<file path="src/rtl/dcache_pkg.sv">
// Shared types and address-split helpers for the write-through data cache.
// Default-geometry field widths; instantiations derive their own from their parameters.
package dcache_pkg;

   typedef enum logic [1:0] {IDLE, REFILL, WRITE} state_t;

   localparam int DEF_LINES  = 16;
   localparam int DEF_WORDS  = 4;
   localparam int DEF_ADDR_W = 32;
   localparam int DEF_OFF_W  = $clog2(DEF_WORDS);
   localparam int DEF_IDX_W  = $clog2(DEF_LINES);
   localparam int DEF_TAG_W  = DEF_ADDR_W - DEF_IDX_W - DEF_OFF_W - 2;

   // Extracts a w-bit field starting at bit lsb of a byte address.
   function automatic logic [63:0] addr_field(input logic [63:0] a,
                                              input int unsigned lsb,
                                              input int unsigned w);
      return (a >> lsb) & ((64'd1 << w) - 64'd1);
   endfunction

endpackage

</file>
<file path="src/rtl/dcache_tag_array.sv">
// Valid bits and tags: combinational lookup, one write port, bulk invalidate.
// Invalidate wins over a same-edge write; tags are not reset, valid bits are.
module dcache_tag_array #(
   parameter int LINES = 16,
   parameter int TAG_W = 24,
   parameter int IDX_W = $clog2(LINES)
) (
   input  logic             clk,
   input  logic             reset,
   input  logic [IDX_W-1:0] lk_idx,
   input  logic [TAG_W-1:0] lk_tag,
   output logic             hit,
   input  logic             wr_en,
   input  logic [IDX_W-1:0] wr_idx,
   input  logic [TAG_W-1:0] wr_tag,
   input  logic             wr_valid,
   input  logic             inval_all
);

   logic [LINES-1:0] valid;
   logic [TAG_W-1:0] tags [LINES];

   always_ff @(posedge clk or negedge reset) begin
      if (!reset) begin
         valid <= '0;
      end else if (inval_all) begin
         valid <= '0;
      end else if (wr_en) begin
         valid[wr_idx] <= wr_valid;
      end
   end

   always_ff @(posedge clk) begin
      if (wr_en) tags[wr_idx] <= wr_tag;
   end

   assign hit = valid[lk_idx] && (tags[lk_idx] == lk_tag);

endmodule

</file>
<file path="src/rtl/dcache_wt.sv">
// Direct-mapped write-through, no-write-allocate D-cache; read hit 0 cycles, misses refill per-word.
// stall holds the core while refilling or writing; optional counters under DCACHE_WT_STATS_EN.
module dcache_wt
   import dcache_pkg::*;
#(
   parameter int LINES  = 16,
   parameter int WORDS  = 4,
   parameter int ADDR_W = 32
) (
   input  logic              clk,
   input  logic              reset,
   input  logic              req,
   input  logic              we,
   input  logic [ADDR_W-1:0] addr,
   input  logic [31:0]       wdata,
   input  logic              flush,
   output logic [31:0]       rdata,
   output logic              stall,
   output logic              mem_req,
   output logic              mem_we,
   output logic [ADDR_W-1:0] mem_addr,
   output logic [31:0]       mem_wdata,
   input  logic [31:0]       mem_rdata,
   input  logic              mem_ack
`ifdef DCACHE_WT_STATS_EN
   ,
   output logic [31:0]       hit_cnt,
   output logic [31:0]       miss_cnt,
   output logic [31:0]       wr_cnt
`endif
);

   localparam int OFF_W = $clog2(WORDS);
   localparam int IDX_W = $clog2(LINES);
   localparam int TAG_W = ADDR_W - IDX_W - OFF_W - 2;

   logic [TAG_W-1:0] a_tag;
   logic [IDX_W-1:0] a_idx;
   logic [OFF_W-1:0] a_word;

   assign a_word = OFF_W'(addr_field(64'(addr), 2, OFF_W));
   assign a_idx  = IDX_W'(addr_field(64'(addr), 2 + OFF_W, IDX_W));
   assign a_tag  = TAG_W'(addr_field(64'(addr), 2 + OFF_W + IDX_W, TAG_W));

   state_t                    state, state_nx;
   logic [OFF_W-1:0]          beat, beat_nx, beat_inc;
   logic                      wr_done, wr_done_nx, flush_pend, flush_pend_nx;
   logic                      mem_req_nx, mem_we_nx;
   logic [ADDR_W-1:0]         mem_addr_nx;
   logic [31:0]               mem_wdata_nx;
   logic                      hit, tag_we, tag_wvalid, inval_all;
   logic                      dat_we;
   logic [IDX_W+OFF_W-1:0]    dat_widx;
   logic [31:0]               dat_wval;
   logic [31:0]               data [LINES*WORDS];

   assign beat_inc = beat + OFF_W'(1);

   dcache_tag_array #(.LINES(LINES), .TAG_W(TAG_W)) u_tags (
      .clk       (clk),
      .reset     (reset),
      .lk_idx    (a_idx),
      .lk_tag    (a_tag),
      .hit       (hit),
      .wr_en     (tag_we),
      .wr_idx    (a_idx),
      .wr_tag    (a_tag),
      .wr_valid  (tag_wvalid),
      .inval_all (inval_all)
   );

   always_comb begin
      state_nx      = state;
      beat_nx       = beat;
      wr_done_nx    = 1'b0;
      flush_pend_nx = flush_pend;
      mem_req_nx    = mem_req;
      mem_we_nx     = mem_we;
      mem_addr_nx   = mem_addr;
      mem_wdata_nx  = mem_wdata;
      tag_we        = 1'b0;
      tag_wvalid    = 1'b0;
      inval_all     = 1'b0;
      dat_we        = 1'b0;
      dat_widx      = {a_idx, a_word};
      dat_wval      = wdata;
      stall         = 1'b0;
      rdata         = '0;
      case (state)
         IDLE: begin
            inval_all     = flush;
            flush_pend_nx = 1'b0;
            mem_req_nx    = 1'b0;
            mem_we_nx     = 1'b0;
            mem_addr_nx   = '0;
            mem_wdata_nx  = '0;
            if (req && we) begin
               stall = !wr_done;
               // wr_done marks the release cycle of a store already sent to memory
               if (!wr_done) begin
                  state_nx     = WRITE;
                  mem_req_nx   = 1'b1;
                  mem_we_nx    = 1'b1;
                  mem_addr_nx  = {addr[ADDR_W-1:2], 2'b00};
                  mem_wdata_nx = wdata;
                  dat_we       = hit;
               end
            end else if (req) begin
               if (hit) begin
                  rdata = data[{a_idx, a_word}];
               end else begin
                  stall       = 1'b1;
                  state_nx    = REFILL;
                  beat_nx     = '0;
                  tag_we      = 1'b1;
                  mem_req_nx  = 1'b1;
                  mem_addr_nx = {addr[ADDR_W-1:OFF_W+2], {OFF_W{1'b0}}, 2'b00};
               end
            end
         end
         REFILL: begin
            stall = 1'b1;
            if (flush) flush_pend_nx = 1'b1;
            if (mem_req && mem_ack) begin
               dat_we   = 1'b1;
               dat_widx = {a_idx, beat};
               dat_wval = mem_rdata;
               beat_nx  = beat_inc;
               if (beat == OFF_W'(WORDS - 1)) begin
                  tag_we        = 1'b1;
                  tag_wvalid    = 1'b1;
                  inval_all     = flush_pend || flush;
                  flush_pend_nx = 1'b0;
                  state_nx      = IDLE;
                  beat_nx       = '0;
                  mem_req_nx    = 1'b0;
                  mem_addr_nx   = '0;
               end else begin
                  mem_addr_nx = {addr[ADDR_W-1:OFF_W+2], beat_inc, 2'b00};
               end
            end
         end
         WRITE: begin
            stall = 1'b1;
            if (flush) flush_pend_nx = 1'b1;
            if (mem_req && mem_ack) begin
               inval_all     = flush_pend || flush;
               flush_pend_nx = 1'b0;
               state_nx      = IDLE;
               wr_done_nx    = 1'b1;
               mem_req_nx    = 1'b0;
               mem_we_nx     = 1'b0;
               mem_addr_nx   = '0;
               mem_wdata_nx  = '0;
            end
         end
         default: state_nx = IDLE;
      endcase
   end

   always_ff @(posedge clk or negedge reset) begin
      if (!reset) begin
         state      <= IDLE;
         beat       <= '0;
         wr_done    <= 1'b0;
         flush_pend <= 1'b0;
         mem_req    <= 1'b0;
         mem_we     <= 1'b0;
         mem_addr   <= '0;
         mem_wdata  <= '0;
      end else begin
         state      <= state_nx;
         beat       <= beat_nx;
         wr_done    <= wr_done_nx;
         flush_pend <= flush_pend_nx;
         mem_req    <= mem_req_nx;
         mem_we     <= mem_we_nx;
         mem_addr   <= mem_addr_nx;
         mem_wdata  <= mem_wdata_nx;
      end
   end

   always_ff @(posedge clk) begin
      if (dat_we) data[dat_widx] <= dat_wval;
   end

`ifdef DCACHE_WT_STATS_EN
   always_ff @(posedge clk or negedge reset) begin
      if (!reset) begin
         hit_cnt  <= '0;
         miss_cnt <= '0;
         wr_cnt   <= '0;
      end else begin
         if (state == IDLE && req && !we && hit) hit_cnt <= hit_cnt + 32'd1;
         if (state == IDLE && state_nx == REFILL) miss_cnt <= miss_cnt + 32'd1;
         if (state == IDLE && req && we && wr_done) wr_cnt <= wr_cnt + 32'd1;
      end
   end
`endif

endmodule

</file>
<file path="config.mk">
export PLATFORM = sky130hd
export DESIGN_NAME = dcache_wt
export DESIGN_NICKNAME = d
export VERILOG_FILES = /design/src/rtl/dcache_pkg.sv /design/src/rtl/dcache_tag_array.sv /design/src/rtl/dcache_wt.sv
export SDC_FILE = /design/constraint.sdc
export NUM_CORES = 2
export LEC_CHECK = 0
export BUFFER_PORTS_ARGS = -buffer_cell sky130_fd_sc_hd__buf_2
export CORE_ASPECT_RATIO = 2
export CORE_MARGIN = 3
export CORE_UTILIZATION = 43
export DETAILED_ROUTE_END_ITERATION = 10
export HOLD_SLACK_MARGIN = 0.03
export PLACE_DENSITY_LB_ADDON = 0.12
export SLEW_MARGIN = 25
export SYNTH_ARGS = -nofsm -noshare
export SYNTH_HDL_FRONTEND = slang
export SYNTH_SLANG_ARGS = --single-unit
</file>
<file path="constraint.sdc">
create_clock -name clk -period 7.8 [get_ports clk]
set_clock_uncertainty 0.05 [all_clocks]
set_input_delay 1.17 -clock clk [delete_from_list [all_inputs] [get_ports clk]]
set_output_delay 1.17 -clock clk [all_outputs]
set_load 0.005 [all_outputs]
</file>
# Word-level counts from Yosys, hierarchy flattened
# Memories as Yosys holds them, arrays and structs flattened.
# Cells that the tools add are included.
# word_totals
register_bits	88
word_cells	119
ramBits	2432
inputBits	102
out_inout_bits	99
n_memories	2
# classes
n_eq_ne	13
muxes	75
n_addsub	1
magnitude_cmp	2
n_reduce_logical	17
# memory_table
memory	words	word_bits	rd	rd_ports_with_merged_regs	write_ports	line	rtl
data	64	32	1	0	1	dcache_wt.sv:55	logic [31:0] data [LINES*WORDS];
u_tags.tags	16	24	1	0	1	dcache_tag_array.sv:21	logic [TAG_W-1:0] tags [LINES];
# ops
op	n
$mux W32	15
$pmux W32 S3	1
$pmux W32 S2	1
$mux W16	2
$mux W1	30
$mux W2	14
$eq A24 B24 Y1	1
$bwmux W16	1
$ne A2 B2 Y1 const B	6
$ne A3 B3 Y1 const B	3
$pmux W1 S3	3
$pmux W1 S2	4
$pmux W2 S3	1
$reduce_and A6 Y1	1
$reduce_bool A2 Y1	3
$lt A4 B5 Y1 const B	1
$reduce_and A5 Y1	1
$bmux W1 S4	1
$demux W1 S4	1
$eq A2 B2 Y1 const B	2
$ge A4 B1 Y1 const B	1
$logic_and A1 B1 Y1	4
$pmux W2 S2	1
$reduce_and A4 Y1	1
9 further kinds	9

# Logic depth before layout (Yosys ltp)
# depth
ltp_word	9
depth_mapped	14

# Cells and area by module
# From an unflattened synthesis, not the netlist that was laid out.
# hier_totals
cells_unflattened	4575
area_unflattened_um2	97363.4
# modules_own_cells
module	area_each_um2	instances	cells_each
dcache_wt	81211.6	1	3800
dcache_tag_array	16151.7	1	775

# Worst setup path before layout
# OpenSTA, ideal clock, no wires.
# synth_path
path_kind	input -> register
from	input port addr[5]
to	memory data[40][0], enable pin
slack_ns	2.199
required_ns	7.329
arrival_time_ns	5.130
path_buffers	4
setup_ns	0.421
cell_stages	11
cell_sequence	buf_6 buf_6 buf_2 mux4_2 a221o_1 a32o_1 or4_1 a211oi_1 a21oi_1 buf_2 nor2_1
# synth_via
elab_chain_len	8
word_cells_on_any_way	10
classes_between	eq/ne (1); mux (7); reduce/logical (1); memory (1)
# synth_rtl
element	line	rtl
start: declaration	dcache_wt.sv:14	input logic [ADDR_W-1:0] addr,
$mem_v2 Z16 W24 or $bmux W1 S4 (tied branches)	--	
$eq A24 B24 Y1 or $mux W1 (tied branches)	dcache_tag_array.sv:37	assign hit = valid[lk_idx] && (tags[lk_idx] == lk_tag);
$logic_and A1 B1 Y1	dcache_tag_array.sv:37	
$mux W1	dcache_wt.sv:100	if (!wr_done) begin
$mux W1	dcache_wt.sv:97	if (req && we) begin
$pmux W1 S2	dcache_wt.sv:89	case (state)
$mux W1	dcache_wt.sv:184	if (dat_we) data[dat_widx] <= dat_wval;
$mux W1 (not written as such)	dcache_wt.sv:184	
end: declaration	dcache_wt.sv:55	
# Several ways; a longest one is shown, not always the timed one. The select of a mux whose other input is x is not followed.

# Worst setup path after layout
# layout_path
from	input port addr[5]
to	output port rdata[8]
# layout_via
elab_chain_len	7
word_cells_on_any_way	10
classes_between	eq/ne (1); mux (6); reduce/logical (1); memory (2)
# layout_rtl
element	line	rtl
$mem_v2 Z16 W24 or $bmux W1 S4 (tied branches)	--	
$eq A24 B24 Y1 or $mux W1 (tied branches)	dcache_tag_array.sv:37	
$logic_and A1 B1 Y1	dcache_tag_array.sv:37	
$mux W32 (*)	dcache_wt.sv:109	if (hit) begin
$mux W32 (*)	dcache_wt.sv:108	end else if (req) begin
$mux W32 (*)	dcache_wt.sv:97	
$mux W32 (*)	dcache_wt.sv:89	
end: declaration	dcache_wt.sv:17	output logic [31:0] rdata,
# Mark *: on every way between the ends. The rest lies on a longest branch, timed or not. The select of a mux whose other input is x is not followed.

==> flow_summary.toml <==
[status]
status = "finished clean"

[clocking]
hold_buffers = 0
cts_resized = 0
cts_max_path_buffers = 4
clkTransAtPathRegs_ns = 0.07
cts_setup_buffers = 0
cts-root-buf = "clkbuf_16"
cts.sinks = 2518
worstSkewPairLatency_ns = 0.88
cts_made_buffers = 220
cts_tree = "built"
h-tree-depth = 4

[drt]
drc = 0
ant_nets = 0
routed_wl_um = 303000
post_drt_wl_per_cell_um = 37.2
dr_wl_met2_um = 167000
wl_met1_um = 107000
wl_met3_um = 14500
drt_iter0_drc = 4823
highest-signal-layer = "met4"
via_per_inst = 6.09
drt_pre_antenna_iters = 7
vias = 49700

[logic_synthesis]
synth.avg_cell_area_sq_um = 21.5
synthTopCellsByArea = "edfxtp_1 (75%), mux4_2 (15%), dfrtp_1 (2.2%)"
ys_ff_latch = 2518
ys.flop_type = "edfxtp_1"
yosys.area.top_type_share_pct = 75.0
synth-seq-area-share_pct = 77.2
syn-instance-count = 4532
synth_cell_types = 71
synth_edf_count = 2432
yosysWarnings = 0
synthArstFlopShare_pct = 3.42
syn-cell-area_sq_um = 97400
synth_area_leader_cell = "edfxtp_1"

[timing]
finalMaxSlewViolations = 0
relSlewSlack_pct = 27.8
post-route-min-period_ns = 6.99
fin_ws_ns = 0.809
finalHoldViolations = 0
rsz0062_at_grt = "false"
min_period_over_period_pct = 89.6
tns_ns = 0
setup_violations = 0
max_freq_mhz = 143
tightest_slew_ns = 1.08

[global_routing]
antenna_found_initial = 6
grt_pass1_wl_um = 418000
overflow = 0
grt_use_total_pct = 26.1
grt_max_degree = 79
grt_pass1_vias = 51700

[power]
power_mw = 28.7
power_frac_seq_pct = 53.8
pwr-share-clk_pct = 37.5
intPower_mw = 22.0
p_sw_mw = 6.71
power_frac_comb_pct = 8.7
ir_drop_mv = 0.219
power_density_nw_per_um2 = 258
swShare_pct = 23.4
leakage_nw = 35.6

[critical_path]
cp_num_buf_inv = 4
worst_path_max_delay_cell = "or4_1"
slowest_delay_ns = 0.68
arrival_ns = 5.77
setup.worst_path.class = "input pin to primary output"
crit_chain = "buf_8 > buf_4 > mux4_2 > xnor2_1 > a21oi_1 > or4_1 > nor3_1 > and2_1 > nand4_1 > buf_4 > nor3_1 > buf_2"
cpLargestDelayFamily = "simple AND/OR/NAND/NOR gates"
start_kind = "input pin"
cp.required_ns = 6.58
path_max_fanout = 63
cp-end-kind = "primary output"

[floorplanning]
die_height_um = 679
start_util_pct = 43.3
num_rows = 246
core_sq_um = 225000
die-area_sq_um = 233000
fp.dieW_um = 343
ios = 201

[final_layout]
nets = 5114
drive_gt1_share_pct = 31.5
fin_area_sq_um = 111000
area_delta_synth_final_pct = 14.4
most-common-layout-cells = "edfxtp_1 (2,432), mux4_2 (638), buf_4 (286)"
fillCellCount = 18100
layout_commonest_cell = "edfxtp_1"

[placement]
port_buffers = 196
dpl.hpwl_um = 189000
gp_congestion = 0.855
pre_cts_ws_ns = 0.826
place_area_sq_um = 105000

[min_path]
min_path_type = "input pin to async pin"

[flow_run]
cap_violations = 0
==> synthesized netlist by cell type (all sizes together), types with 7 or more instances <==
library cell and instances:
edfxtp 2432, mux4 638, nand2 227, nor2 154
clkbuf 134, buf 121, o22ai 110, mux2i 90
a21oi 89, dfrtp 86, o21ai 60, nor3 48
a22o 43, mux2 38, a211oi 22, inv 22
nand3 20, a22oi 17, and3 15, nor4 15
and2 14, o221ai 12, xor2 12, nor2b 11
a2111oi 9, or4 8, xnor2 7
==> power by group through the flow <==
stage	clock, mW	combinational [mW]	sequential (mW)
floorplan	0	1.31	15.8
CTS	11.0	2.54	15.4
detailed placement	0	2.53	15.7
finish	10.8	2.50	15.4
global route	11.4	2.67	15.5
global placement	0	2.48	15.7
==> routing by layer <==
| layer | global-route usage [%] | up-vias |
|---|---|---|
| li1 | - | 19900 |
| met5 | 0 | - |
| met2 | 48.6 | 1808 |
| met4 | 10.9 | 0 |
| met1 | 30.6 | 27400 |
| met3 | 2.64 | 536 |
==> metrics by stage <==
stage          utilization [%]  cells  hold slack [ns]
6_report                  49.5   8153            0.173
2_1_floorplan                -   4533            0.413
3_3_place_gp              46.4   7760            0.413
3_5_place_dp              46.5   7761            0.419
5_1_grt                   49.5   8148            0.161
4_1_cts                   49.5   8147            0.116
==> cell type report <==
| class | instances | area (sq um) | area share (%) |
|---|---|---|---|
| Clock inverter | 110 | 1000 | 0.899 |
| Antenna cell | 6 | 15.0 | 0.0135 |
| Multi-Input combinational cell | 1738 | 21900 | 19.6 |
| Inverter | 22 | 82.6 | 0.0741 |
| Tap cell | 2976 | 3720 | 3.34 |
| Timing Repair Buffer | 507 | 3700 | 3.32 |
| Clock buffer | 276 | 5870 | 5.27 |
| Sequential cell | 2518 | 75200 | 67.4 |
==> logic make-up (layout without fill, tap and decap cells) <==
kind of cell / count (synthesis) / after routing / synth area share, %
adder cells (fa/ha/maj): 5 / 5 / 0.0642
multiplexers: 766 / 766 / 16.1
flip-flops: 2518 / 2518 / 77.2
buffers and inverters: 277 / 915 / 1.26
AO/OA/AOI/OAI: 411 / 411 / 2.81
AND/OR/NAND/NOR: 535 / 535 / 2.41
XOR/XNOR: 19 / 19 / 0.171
other: 1 / 8 / 0.00385
==> final timing paths <==
check | start | to | depth (start not counted) | slack [ns]
min reg2reg | mem_we | mem_we | 1 | 0.43
min in group clk | mem_we | mem_we | 1 | 0.43
max reg2reg | u_tags.tags[7][1] | data[50][26] | 10 | 2.81
min | reset | mem_we | 1 | 0.17
max in group asynchronous | reset | mem_addr[6] | 3 | 6.46
max | addr[5] | rdata[8] | 12 | 0.81
==> state kept, by name, summed over array words and instances (netlist names) <==
| register | count |
|---|---|
| mem_req | 1 |
| mem_we | 1 |
| beat | 2 |
| u_tags.tags | 384 |
| mem_wdata | 32 |
| flush_pend | 1 |
| wr_done | 1 |
| mem_addr | 30 |
| u_tags.valid | 16 |
| data | 2048 |
| state | 2 |
==> worst reg2reg max path: stages (launching register included) <==
cell,delay (ns)
edfxtp_1,0.36
mux4_2,0.49
mux2i_1,0.45
nor3_1,0.09
or4_1,0.70
or4_1,0.55
a211oi_1,0.43
a21oi_4,0.33
buf_4,0.37
nor2_4,0.49
buf_4,0.34
Note: power is estimated with default switching activity, not from simulation.
